## src/rtl/vga_pattern_overlay.sv

```systemverilog
// Pattern overlay for a VGA/HDMI pixel stream: recovers x/y from hs/vs/de and
// replaces or passes RGB through a 2-stage pipeline with matching sync delay.
module vga_pattern_overlay #(
    parameter int H_ACTIVE   = 1920,
    parameter int V_ACTIVE   = 1080,
    parameter int GRID_SHIFT = 5
) (
    input  logic       clk,
    input  logic       reset,
    input  logic       in_hs,
    input  logic       in_vs,
    input  logic       in_de,
    input  logic [7:0] in_r,
    input  logic [7:0] in_g,
    input  logic [7:0] in_b,
    input  logic [2:0] mode,
    output logic       out_hs,
    output logic       out_vs,
    output logic       out_de,
    output logic [7:0] out_r,
    output logic [7:0] out_g,
    output logic [7:0] out_b,
    output logic [7:0] frame_cnt
);

    localparam logic [11:0] BAR_LAST = 12'(H_ACTIVE / 8 - 1);
    localparam logic [11:0] X_LAST   = 12'(H_ACTIVE - 1);
    localparam logic [11:0] Y_LAST   = 12'(V_ACTIVE - 1);
    localparam logic [11:0] CNT_MAX  = 12'hFFF;

    // position tracking, all referring to the pixel currently on the inputs
    logic        r_prev_vs;
    logic        r_prev_de;
    logic [11:0] r_x;
    logic [11:0] r_y;
    logic [11:0] r_bar_pix;
    logic [2:0]  r_bar_idx;
    logic [2:0]  r_mode;
    logic [7:0]  r_frame_cnt;

    // stage 1
    logic        r_s1_hs;
    logic        r_s1_vs;
    logic        r_s1_de;
    logic [7:0]  r_s1_r;
    logic [7:0]  r_s1_g;
    logic [7:0]  r_s1_b;
    logic [11:0] r_s1_x;
    logic [11:0] r_s1_y;
    logic [2:0]  r_s1_bar;
    logic [2:0]  r_s1_mode;

    // stage 2
    logic        r_out_hs;
    logic        r_out_vs;
    logic        r_out_de;
    logic [23:0] r_out_rgb;

    logic        w_frame_start;
    logic        w_de_fall;
    logic [23:0] w_px;
    logic        w_border;
    logic        w_grid;
    logic [7:0]  w_ramp_r;
    logic [23:0] w_colour;
    logic [23:0] w_bar_rgb [8];

    assign w_frame_start = r_prev_vs & ~in_vs;
    assign w_de_fall     = r_prev_de & ~in_de;

    // Bar order white..black falls out of the inverted index bits: r=~i[1], g=~i[2], b=~i[0]
    for (genvar gi = 0; gi < 8; gi++) begin : g_bar
        localparam logic [2:0] IDX = 3'(gi);
        assign w_bar_rgb[gi] = {{8{~IDX[1]}}, {8{~IDX[2]}}, {8{~IDX[0]}}};
    end

    always_ff @(posedge clk) begin
        if (reset) begin
            r_prev_vs   <= 1'b1;
            r_prev_de   <= 1'b0;
            r_x         <= '0;
            r_y         <= '0;
            r_bar_pix   <= '0;
            r_bar_idx   <= '0;
            r_mode      <= '0;
            r_frame_cnt <= '0;
        end else begin
            r_prev_vs <= in_vs;
            r_prev_de <= in_de;

            if (!in_de) begin
                r_x <= '0;
            end else if (r_x != CNT_MAX) begin
                r_x <= r_x + 12'd1;
            end

            // frame start wins over a coincident end-of-line
            if (w_frame_start) begin
                r_y         <= '0;
                r_frame_cnt <= r_frame_cnt + 8'd1;
                r_mode      <= mode;
            end else if (w_de_fall && r_y != CNT_MAX) begin
                r_y <= r_y + 12'd1;
            end

            if (!in_de) begin
                r_bar_pix <= '0;
                r_bar_idx <= '0;
            end else if (r_bar_pix == BAR_LAST) begin
                r_bar_pix <= '0;
                if (r_bar_idx != 3'd7) begin
                    r_bar_idx <= r_bar_idx + 3'd1;
                end
            end else begin
                r_bar_pix <= r_bar_pix + 12'd1;
            end
        end
    end

    always_ff @(posedge clk) begin
        if (reset) begin
            r_s1_hs   <= 1'b1;
            r_s1_vs   <= 1'b1;
            r_s1_de   <= 1'b0;
            r_s1_r    <= '0;
            r_s1_g    <= '0;
            r_s1_b    <= '0;
            r_s1_x    <= '0;
            r_s1_y    <= '0;
            r_s1_bar  <= '0;
            r_s1_mode <= '0;
        end else begin
            r_s1_hs   <= in_hs;
            r_s1_vs   <= in_vs;
            r_s1_de   <= in_de;
            r_s1_r    <= in_r;
            r_s1_g    <= in_g;
            r_s1_b    <= in_b;
            r_s1_x    <= r_x;
            r_s1_y    <= r_y;
            r_s1_bar  <= r_bar_idx;
            r_s1_mode <= r_mode;
        end
    end

    always_comb begin
        w_px     = {r_s1_r, r_s1_g, r_s1_b};
        w_border = (r_s1_x == '0) || (r_s1_x == X_LAST) ||
                   (r_s1_y == '0) || (r_s1_y == Y_LAST);
        w_grid   = (r_s1_x[GRID_SHIFT-1:0] == '0) || (r_s1_y[GRID_SHIFT-1:0] == '0);
        w_ramp_r = r_s1_x[7:0] + r_frame_cnt;
        w_colour = w_px;
        case (r_s1_mode)
            3'd1:    w_colour = w_bar_rgb[r_s1_bar];
            3'd2:    w_colour = w_border ? 24'hFFFFFF : w_px;
            3'd3:    w_colour = w_grid ? 24'hFFFFFF : 24'h000000;
            3'd4:    w_colour = {w_ramp_r, r_s1_y[7:0], 8'h00};
            default: w_colour = w_px;
        endcase
    end

    always_ff @(posedge clk) begin
        if (reset) begin
            r_out_hs  <= 1'b1;
            r_out_vs  <= 1'b1;
            r_out_de  <= 1'b0;
            r_out_rgb <= '0;
        end else begin
            r_out_hs  <= r_s1_hs;
            r_out_vs  <= r_s1_vs;
            r_out_de  <= r_s1_de;
            r_out_rgb <= r_s1_de ? w_colour : 24'h000000;
        end
    end

    assign out_hs    = r_out_hs;
    assign out_vs    = r_out_vs;
    assign out_de    = r_out_de;
    assign out_r     = r_out_rgb[23:16];
    assign out_g     = r_out_rgb[15:8];
    assign out_b     = r_out_rgb[7:0];
    assign frame_cnt = r_frame_cnt;

endmodule

```

## config.mk

```make
export PLATFORM = sky130hd
export DESIGN_NAME = vga_pattern_overlay
export DESIGN_NICKNAME = d
export VERILOG_FILES = /design/src/rtl/vga_pattern_overlay.sv
export SDC_FILE = /design/constraint.sdc
export NUM_CORES = 1
export LEC_CHECK = 0
export ABC_CLOCK_PERIOD_IN_PS = 2100
export CORE_ASPECT_RATIO = 1.2
export CORE_MARGIN = 5
export CORE_UTILIZATION = 45
export DETAILED_ROUTE_END_ITERATION = 6
export PLACE_DENSITY = 0.7
export SYNTH_ARGS = -nofsm -noshare
export SYNTH_HDL_FRONTEND = slang
export SYNTH_SLANG_ARGS = --single-unit
```

## constraint.sdc

```tcl
create_clock -name clk -period 2.1 [get_ports clk]
set_input_delay 0.63 -clock clk [delete_from_list [all_inputs] [get_ports clk]]
set_output_delay 0.63 -clock clk [all_outputs]
set_load 0.05 [all_outputs]
```

==> flow_metrics.env <==
export IMPL_worstPathMaxFanout=2
export IMPL_pwr_density_cell_mw_per_mm2=884
export IMPL_average_wire_length_per_cell_after_detail_routing_um=13.7
export IMPL_tightest_slew_ns=0.500
export IMPL_grt_met1_usage_pct=19.5
export IMPL_start_kind="register"
export IMPL_grt_util_all_layers_pct=16.4
export IMPL_finalInstanceArea_mm2=0.00675
export IMPL_grt_setup_unrepaired="false"
export IMPL_place_port_buffers=66
export IMPL_critPathCaptureType="register"
export IMPL_grt_pass1_vias=3932
export IMPL_run_status="complete, no violations"
export IMPL_setup_viol=0
export IMPL_seq_area_frac_synth_pct=51.9
export IMPL_stdcell_count=792
export IMPL_cts_sinks=134
export IMPL_cpLargestDelayFamily="compound AO/OA/AOI/OAI gates"
export IMPL_final_max_slew_violation_count=0
export IMPL_critical_path_cell_with_the_highest_stage_delay="fa_1"
export IMPL_area_of_the_mapped_netlist_mm2=0.00517
export IMPL_drc=0
export IMPL_width_of_the_die_um=108
export IMPL_design_core_area_mm2=0.0114
export IMPL_timing_fmax_ghz=0.500
export IMPL_drt_antenna_net_count=0
export IMPL_yosysWarnings=0
export IMPL_fin_hold_ws_ns=0.439
export IMPL_routed_wire_length_um=10900
export IMPL_cts_tree="done"
export IMPL_hpwl_um=7850
export IMPL_critPathKind="register to register"
export IMPL_gp_congestion=0.826
export IMPL_synth_top_flop_cell="dfxtp_1"
export IMPL_netlist_instances=526
export IMPL_maxCapViolCount=0
export IMPL_row_count=43
export IMPL_drt_initial_drc_count=243
export IMPL_critical_path_buf_inv_count=0
export IMPL_numPlacedInstances=759
export IMPL_insertedDiodeCount=0
export IMPL_post_synth_cell_area_avg_um2=9.83
export IMPL_synthToLayoutAreaGrowth_pct=30.6
export IMPL_top_usage_layer="met2"
export IMPL_mappedNetlistNets=572
export IMPL_finalHoldViolCount=0
export IMPL_slew_limit_headroom_pct=66.8
export IMPL_power_ir_vdd_worst_mv=0.603
export IMPL_period_minus_slack_ns=2.00
export IMPL_viasPerCell=5.11
export IMPL_h_tree_depth=4
export IMPL_worstSkewPairLatency_ns=0.42
export IMPL_worst_endpoint_arrival_ns=2.29
export IMPL_cts_root_buf="clkbuf_16"
export IMPL_max_stage_delay_ns=0.40
export IMPL_count_of_flip_flops_with_a_built_in_enable_after_synthesis=0
export IMPL_fin_nets=668
export IMPL_post_synthesis_sequential_element_count=134
export IMPL_total_leakage_power_nw=2.74
export IMPL_via_count=4048
export IMPL_cts_path_max_buffers=2
export IMPL_groute_layer_met2_usage_pct=27.0
export IMPL_start_util_pct=45.3
export IMPL_drt_pass1_iterations=4
export IMPL_die_h_um=127
export IMPL_post_dp_cell_area_mm2=0.00612
export IMPL_i_o_pins=67
export IMPL_worstPathCellList="ha_1 -> fa_1 -> a21o_1 -> a21oi_2 -> xnor2_1 -> a2111oi_2 -> nor3_1"
export IMPL_grt_ovfl_total=0
export IMPL_antenna_found_initial=0
export IMPL_grt_max_degree=38
export IMPL_clkSlewWorstSetupHoldPaths_ns=0.07
export IMPL_layout_drive_gt1_share_pct=18.3
export IMPL_post_synth_num_cell_types=58
export IMPL_use_met3_pct=4.80
export IMPL_cts_made_buffers=17
export IMPL_dieArea_mm2=0.0137
export IMPL_fin_worst_skew_ns=0.00589
export IMPL_postSynth_asyncResetShare_pct=0
export IMPL_grt_pass1_wl_um=18000
export IMPL_data_required_time_of_the_worst_path_ns=2.39
export IMPL_fin_crit_share_pct=95.2
export IMPL_hold_class="register to register"
## final timing paths
| kind | start | endpoint | slack, ns | cells past startpoint |
|---|---|---|---|---|
| worst min register to register | r_s1_b[3]$_SDFF_PP0_ | r_out_rgb[3]$_SDFF_PP0_ | 0.44 | 1 |
| worst min-delay path | r_s1_b[3]$_SDFF_PP0_ | r_out_rgb[3]$_SDFF_PP0_ | 0.44 | 1 |
| worst max register to register | frame_cnt[0]$_SDFFE_PP0P_ | r_out_rgb[20]$_SDFF_PP0_ | 0.10 | 7 |
| worst max-delay path | frame_cnt[0]$_SDFFE_PP0P_ | r_out_rgb[20]$_SDFF_PP0_ | 0.10 | 7 |
## metal layers
metal / up-vias / wire length (um) / part of all wire, %
met2: 94 / 5350 / 49
met1: 1881 / 4760 / 44
met4: 0 / 263 / 2.4
li1: 2045 / - / -
met3: 28 / 485 / 4.5
met5: - / 0 / 0
## worst register-to-register path, delay by kind of cell, from the launching register on
family / cells / cell delay, ns
compound gates: 3 / 0.72
xor+xnor: 1 / 0.12
fa+ha+maj: 2 / 0.61
flops: 1 / 0.32
simple gates: 1 / 0.11
## layout make-up
type	instances	area (um^2)
well taps	157	196
clock inverters	15	183
repair buffers	95	808
fillers	975	4650
flip-flops and latches	134	2690
multi-input cells	368	2430
inverters	6	22.5
clock buffers	17	425
## state kept, by name, indices dropped and copies added (netlist names), 3 cells and up
name       count
r_out_rgb     24
r_mode         3
r_s1_mode      3
r_s1_b         8
r_s1_r         8
r_s1_bar       3
r_bar_idx      3
r_s1_y        12
r_x           12
r_bar_pix     12
r_s1_g         8
frame_cnt      8
r_s1_x        12
r_y           12
## what timing repair did
item                       in CTS  in global routing
gates resized for setup        22                  5
setup endpoints to repair      19                 11
hold buffers                    0                  0
buffers inserted                0                  1
pin swaps                       0                  4
## cell families (layout without fill, tap and decap cells)
| group | Yosys count | in the layout | share of synthesized area, % |
|---|---|---|---|
| and+or+nand+nor | 231 | 231 | 23.9 |
| muxes | 7 | 7 | 1.45 |
| xor gates and xnor gates | 36 | 36 | 6.10 |
| adders and majority gates | 14 | 14 | 3.53 |
| DFF | 134 | 134 | 51.9 |
| AOI/OAI and AO/OA | 80 | 80 | 11.3 |
| buffers and inverters | 24 | 133 | 1.94 |
## cells in the final DEF, fill, tap and decap left out, types with 4 or more instances in the layout
cell type / instances
a211oi_1: 6
a21oi_1: 15
and3_1: 6
buf_4: 46
clkbuf_16: 17
clkdlybuf4s50_1: 30
dfxtp_1: 129
dfxtp_2: 5
dlygate4sd2_1: 18
ha_1: 12
inv_1: 5
inv_8: 6
mux2i_1: 6
nand2_1: 23
nand3_1: 14
nand4_1: 16
nor2_1: 56
nor2b_1: 58
nor3_1: 23
nor4_1: 4
o21a_1: 9
o21ai_0: 17
o221a_2: 8
or2_2: 7
xnor2_1: 13
xor2_1: 23
## cell usage after synthesis, types with 2 or more instances
| cell | count | area, um^2 |
|---|---|---|
| nand2_1 | 23 | 86.3 |
| o221a_2 | 8 | 90.1 |
| nand3_1 | 14 | 70.1 |
| or3_1 | 2 | 12.5 |
| inv_1 | 5 | 18.8 |
| nor2b_1 | 58 | 363 |
| a31oi_1 | 2 | 12.5 |
| and3_1 | 6 | 37.5 |
| o21ai_0 | 17 | 85.1 |
| nand2b_1 | 3 | 18.8 |
| or2_2 | 7 | 43.8 |
| nor2_1 | 57 | 214 |
| or4_1 | 3 | 22.5 |
| mux2i_1 | 6 | 60.1 |
| buf_2 | 2 | 10.0 |
| and4b_1 | 2 | 20.0 |
| xnor2_1 | 13 | 114 |
| xor2_1 | 23 | 201 |
| nor2_2 | 2 | 12.5 |
| a2111oi_0 | 3 | 26.3 |
| clkbuf_1 | 15 | 56.3 |
| o21a_1 | 9 | 67.6 |
| ha_1 | 13 | 163 |
| nor3b_1 | 2 | 15.0 |
| and4_1 | 2 | 17.5 |
| a211oi_1 | 6 | 45.0 |
| nor3_1 | 23 | 115 |
| a21oi_1 | 18 | 90.1 |
| nor4_1 | 4 | 25.0 |
| o22ai_1 | 2 | 12.5 |
| dfxtp_1 | 134 | 2680 |
| nand4_1 | 16 | 100 |
## power breakdown
group | leakage [nW] | switching, mW | internal [mW] | total (mW)
Clock | 0.300 | 1.25 | 1.71 | 2.96
Combinational | 1.35 | 0.210 | 0.162 | 0.373
Sequential | 1.09 | 0.0321 | 2.60 | 2.63
Total | 2.74 | 1.50 | 4.48 | 5.97
## per-stage QoR
stage | TNS [ns] | power, mW | util (%) | setup slack (ns)
5_1_grt | 0 | 6.19 | 59.2 | 0.0120
4_1_cts | 0 | 6.02 | 58.9 | 0.0369
3_3_place_gp | -0.0381 | 3.06 | 53.6 | -0.0297
6_report | 0 | 5.97 | 59.2 | 0.101
3_5_place_dp | -0.284 | 3.06 | 53.6 | -0.0598
2_1_floorplan | -0.000367 | 2.90 | - | -0.000367
Note: power is estimated with default switching activity, not from simulation.
